$ cat config.mk
export PLATFORM = sky130hd
export DESIGN_NAME = spi_responder
export DESIGN_NICKNAME = d
export VERILOG_FILES = /design/src/rtl/spi_sync_edge.sv /design/src/rtl/spi_responder.sv
export SDC_FILE = /design/constraint.sdc
export NUM_CORES = 1
export LEC_CHECK = 0
export ABC_AREA = 1
export ABC_CLOCK_PERIOD_IN_PS = 1600
export CAP_MARGIN = 30
export CORE_MARGIN = 10
export CORE_UTILIZATION = 53
export DETAILED_ROUTE_END_ITERATION = 10
export PLACE_DENSITY = 0.74
export SYNTH_ARGS = -nofsm -noshare
export SYNTH_HDL_FRONTEND = slang
export SYNTH_SLANG_ARGS = --single-unit
$ cat constraint.sdc
create_clock -name clk -period 1.6 [get_ports clk]
set_input_delay 0.16 -clock clk [delete_from_list [all_inputs] [get_ports clk]]
set_output_delay 0.16 -clock clk [all_outputs]
set_load 0.1 [all_outputs]
$ cat src/rtl/spi_sync_edge.sv
// spi_sync_edge: N-stage synchronizer for one asynchronous pin, with an extra
// history flop so single-cycle rise/fall pulses come out of registered state.
//   clk, resetq : system clock, async active-low reset
//   d           : raw asynchronous input
//   q           : synchronized level
//   rise, fall  : one-clk pulses on synchronized edges
// STAGES must be >= 2.
module spi_sync_edge #(
  parameter int   STAGES  = 2,
  parameter logic RST_VAL = 1'b0
) (
  input  logic clk,
  input  logic resetq,
  input  logic d,
  output logic q,
  output logic rise,
  output logic fall
);
  logic [STAGES-1:0] sh;
  logic              hist;

  always_ff @(posedge clk or negedge resetq) begin
    if (!resetq) begin
      sh   <= {STAGES{RST_VAL}};
      hist <= RST_VAL;
    end else begin
      sh   <= {sh[STAGES-2:0], d};
      hist <= sh[STAGES-1];
    end
  end

  assign q    = sh[STAGES-1];
  assign rise = q & ~hist;
  assign fall = ~q & hist;
endmodule

$ cat src/rtl/spi_responder.sv
// spi_responder: SPI mode-0 slave with a byte-wide CPU interface.
//   clk, resetq      : system clock, async active-low reset
//   sclk, ssb, mosi  : SPI pins from the external master (asynchronous)
//   miso, miso_oe    : slave data out and its output enable (high while selected)
//   wr, tx_data      : CPU loads the tx holding register
//   rd               : CPU acknowledges the received byte
//   rx_data          : last complete received byte
//   status           : {selected, overrun, tx_full, valid}
// A "load point" (select, or the 8th sclk rise) moves tx_hold (or FILL_BYTE)
// into the shifter and puts its MSB on miso one cycle after detection.
module spi_responder #(
  parameter logic [7:0] FILL_BYTE   = 8'hFF,
  parameter int         SYNC_STAGES = 2
) (
  input  logic       clk,
  input  logic       resetq,
  input  logic       sclk,
  input  logic       ssb,
  input  logic       mosi,
  output logic       miso,
  output logic       miso_oe,
  input  logic       wr,
  input  logic       rd,
  input  logic [7:0] tx_data,
  output logic [7:0] rx_data,
  output logic [3:0] status
);
  logic sclk_lvl_unused, sclk_rise, sclk_fall;
  logic ssb_lvl_unused, ssb_rise, ssb_fall;
  logic [SYNC_STAGES-1:0] mosi_sh;
  logic mosi_s;

  spi_sync_edge #(.STAGES(SYNC_STAGES), .RST_VAL(1'b0)) u_sclk (
    .clk(clk), .resetq(resetq), .d(sclk),
    .q(sclk_lvl_unused), .rise(sclk_rise), .fall(sclk_fall)
  );

  spi_sync_edge #(.STAGES(SYNC_STAGES), .RST_VAL(1'b1)) u_ssb (
    .clk(clk), .resetq(resetq), .d(ssb),
    .q(ssb_lvl_unused), .rise(ssb_rise), .fall(ssb_fall)
  );

  // mosi is only ever sampled as a level, so no edge detect.
  always_ff @(posedge clk or negedge resetq) begin
    if (!resetq) mosi_sh <= '0;
    else         mosi_sh <= {mosi_sh[SYNC_STAGES-2:0], mosi};
  end
  assign mosi_s = mosi_sh[SYNC_STAGES-1];

  logic [7:0] rx_shift, tx_shift, tx_hold, rx_q;
  logic [2:0] bit_cnt;
  logic       sel, valid, overrun, tx_full, skip_fall, miso_q, oe_q;
  logic       byte_done, load_pt;
  logic [7:0] load_byte;

  // Select edges take priority over sclk edges in the same cycle.
  assign byte_done = sel & sclk_rise & ~ssb_fall & ~ssb_rise & (bit_cnt == 3'd7);
  assign load_pt   = ssb_fall | byte_done;
  assign load_byte = tx_full ? tx_hold : FILL_BYTE;

  always_ff @(posedge clk or negedge resetq) begin
    if (!resetq) begin
      rx_shift  <= '0;
      tx_shift  <= '0;
      tx_hold   <= '0;
      rx_q      <= '0;
      bit_cnt   <= '0;
      sel       <= 1'b0;
      valid     <= 1'b0;
      overrun   <= 1'b0;
      tx_full   <= 1'b0;
      skip_fall <= 1'b0;
      miso_q    <= 1'b0;
      oe_q      <= 1'b0;
    end else begin
      // Later assignments win: completion beats rd, wr beats the load's clear.
      if (rd) begin
        valid   <= 1'b0;
        overrun <= 1'b0;
      end
      if (load_pt) begin
        tx_shift <= load_byte;
        miso_q   <= load_byte[7];
        tx_full  <= 1'b0;
      end
      if (wr) begin
        tx_hold <= tx_data;
        tx_full <= 1'b1;
      end

      if (ssb_fall) begin
        bit_cnt   <= '0;
        oe_q      <= 1'b1;
        sel       <= 1'b1;
        skip_fall <= 1'b0;
      end else if (sel && ssb_rise) begin
        // Partial byte and shifter contents are dropped; tx_hold is kept.
        bit_cnt   <= '0;
        oe_q      <= 1'b0;
        miso_q    <= 1'b0;
        sel       <= 1'b0;
        skip_fall <= 1'b0;
        tx_shift  <= '0;
      end else if (sel && sclk_rise) begin
        rx_shift <= {rx_shift[6:0], mosi_s};
        if (bit_cnt == 3'd7) begin
          rx_q      <= {rx_shift[6:0], mosi_s};
          if (valid) overrun <= 1'b1;
          valid     <= 1'b1;
          bit_cnt   <= '0;
          // The load point already placed the next MSB; the next fall must not shift it away.
          skip_fall <= 1'b1;
        end else begin
          bit_cnt <= bit_cnt + 3'd1;
        end
      end else if (sel && sclk_fall) begin
        if (skip_fall) begin
          skip_fall <= 1'b0;
        end else begin
          tx_shift <= {tx_shift[6:0], 1'b0};
          miso_q   <= tx_shift[6];
        end
      end
    end
  end

  assign miso    = miso_q;
  assign miso_oe = oe_q;
  assign rx_data = rx_q;
  assign status  = {sel, overrun, tx_full, valid};
endmodule

==> results.ini <==
[cts]
tritoncts = built
worstSkewPairLatency_ns = 0.30
cts.sinks = 47
post-cts-setup-buffers = 0
cts_root_buffer = clkbuf_8
numCtsBuffers = 5
cts_buffer_depth = 2
cts_max_level = 2
clk_pin_slew_ns = 0.09

[critical_path]
r2r_start = bit_cnt[0]
cp_max_fo = 7
crit_start = bit_cnt[0]
crit_path_start_kind = flop
cp.required_ns = 1.80
arrival_ns = 1.65
path_class = reg -> reg
setup.worst_path.end_class = flop

[layout]
syn_to_final_growth_pct = 27.5
multi_input_area_um2 = 724
diodes = 0
drive_gt1_frac = 0.167
fin_cells = 312
fill_cells = 302
final_nets = 280
seq_area_um2 = 1180
design_area_um2 = 2630

[floorplan]
die_y_um = 82.4
die_area_um2 = 6790
ioPinCount = 29
fp.dieW_um = 82.4
initial_core_util = 0.555
rows = 22
core_um2 = 3720

[place]
gp_congestion = 0.851
dpl_cell_area_um2 = 2530
placed_cells = 303
pre_cts_ws_ns = 0.107
portBuffers = 28
dp_hpwl_um = 2910

[status]
status = completed

[timing]
clock-skew-final_ns = 0.00663
holdWs_ns = 0.263
finalWorstSetupSlack_ns = 0.151
slew_viol_final = 0
rsz0062_at_grt = false
finalHoldViolCount = 0
finalSetupTns_ns = 0
setup_violations = 0
period_share = 0.906
worst_pin_slew_ns = 0.435
relSlewSlack = 0.710
max_freq_ghz = 0.690
fin_crit_ns = 1.45

[pwr]
power.density_nw_per_um2 = 999
ir_drop_mv = 0.773
p_leak_uw = 0.00135

[synthesis]
yosysTopAreaCellShare = 0.534
synth_edf_count = 0
synth_seq_cells = 47
synth.net_count = 248
synth_cell_types = 23
yosys_warnings = 0
seq_area_frac_synth = 0.572
syn-cell-area_um2 = 2060
synth.area.top_cells = dfrtp_1 53%, nand2_1 16%, nand3_1 7.8%, dfstp_2 3.8%, inv_1 3.8%
synth_common_cells = 90 x nand2_1, 44 x dfrtp_1, 32 x nand3_1, 21 x inv_1, 10 x nor2_1
yosysMostFrequentCell = nand2_1
synth.avg_cell_area_um2 = 8.93
ys.flop_type = dfrtp_1
yosysTopAreaCell = dfrtp_1
synth_async_sr_flop_share = 1.00
netlist_instances = 231

[route]
drt_iter0_drc = 100
first_pass_iters = 4
drtAntennaViolNets = 0
drt_wl_total_um = 3940
vias = 1552
wire_per_inst_um = 12.6
viasPerCell = 4.97
drc_errors = 0

[grt]
track_usage = 0.128
antenna_found_initial = 0
use_met1 = 0.167
grt_pass1_wl_um = 6840
grt_max_degree = 30
grtUsageMet2 = 0.197
busiest_layer = met2
gr-total-overflow = 0
grt_pass1_vias = 1489
grt_use_met3 = 0.0421

[flow_run]
drv_cap = 0

[min_path]
hp-start = ssb
min_path_type = in -> reg

critical path, stage by stage (launching register included):
cell and delay, ns:
dfrtp_1 0.39, ha_1 0.21, ha_1 0.21, inv_1 0.10, a21oi_1 0.06, nand2_2 0.13
nand3_1 0.10, nand3_1 0.11, nand2_1 0.05
cells by family after synthesis:
logic type / count (synthesis) / synth area share
AOI/OAI and AO/OA: 8 / 0.0212
and+or+nand+nor: 143 / 0.317
DFF: 47 / 0.572
buffers and inverters: 31 / 0.0782
adders and majority gates: 2 / 0.0121
through the flow:
stage           util  power (uW)
2_1_floorplan      -        1740
3_3_place_gp   0.680        1910
3_5_place_dp   0.680        1930
4_1_cts        0.707        2640
5_1_grt        0.708        2750
6_report       0.708        2630
layout make-up:
class / instances / area share
Tap cell: 48 / 0.0228
Inverter: 22 / 0.0333
Clock inverter: 2 / 0.00618
Sequential cell: 47 / 0.449
Clock buffer: 6 / 0.0276
Timing Repair Buffer: 34 / 0.186
Multi-Input combinational cell: 153 / 0.275
repair_timing:
| item | in CTS | in global routing |
|---|---|---|
| gates resized for setup | 0 | 1 |
| hold endpoints to repair | 18 | 0 |
| endpoints found under the setup margin | 0 | 6 |
| hold buffers | 1 | 0 |
power by group:
part / switching (uW) / total [uW] / internal (uW)
Combinational: 292 / 479 / 188
Clock: 408 / 722 / 314
Sequential: 104 / 1430 / 1320
Total: 803 / 2630 / 1830
state kept, by name, indices dropped and copies added (netlist names), 2 cells and up:
name       cells
u_sclk.sh      2
tx_hold        8
u_ssb.sh       2
rx_shift       7
rx_data        8
tx_shift       7
mosi_sh        2
bit_cnt        3
worst paths after layout:
| path | endpoint | slack, ns | cells after the start |
|---|---|---|---|
| worst max-delay path | tx_shift[6] | 0.15 | 8 |
| worst min-delay path | u_ssb.sh[0] | 0.26 | 1 |
| worst max register to register | tx_shift[6] | 0.15 | 8 |
| worst min register to register | u_sclk.sh[1] | 0.36 | 0 |
| max in group asynchronous | u_ssb.sh[0] | 0.71 | 3 |
| min in group asynchronous | rx_data[2] | 0.32 | 2 |
routing by layer:
| metal | routed length, um | share of wire | vias up |
|---|---|---|---|
| met4 | 42 | 0.011 | 0 |
| met2 | 1860 | 0.47 | 29 |
| met5 | 0 | 0 | - |
| li1 | - | - | 778 |
| met1 | 1840 | 0.47 | 740 |
| met3 | 196 | 0.050 | 5 |
cells in the final DEF (no fill, tap or decap), types with 2 or more instances in the layout:
master / n
nand2_1: 89
dfrtp_1: 43
nand3_1: 32
inv_1: 21
buf_12: 16
clkdlybuf4s50_1: 13
nor2_1: 10
clkbuf_8: 5
nand2_2: 4
o21ai_0: 3
buf_4: 3
dfstp_2: 3
nand2_4: 2
a21oi_1: 2
nor2_4: 2
o21ai_1: 2
inv_6: 2
ha_1: 2
Note: power is estimated with default switching activity, not from simulation.
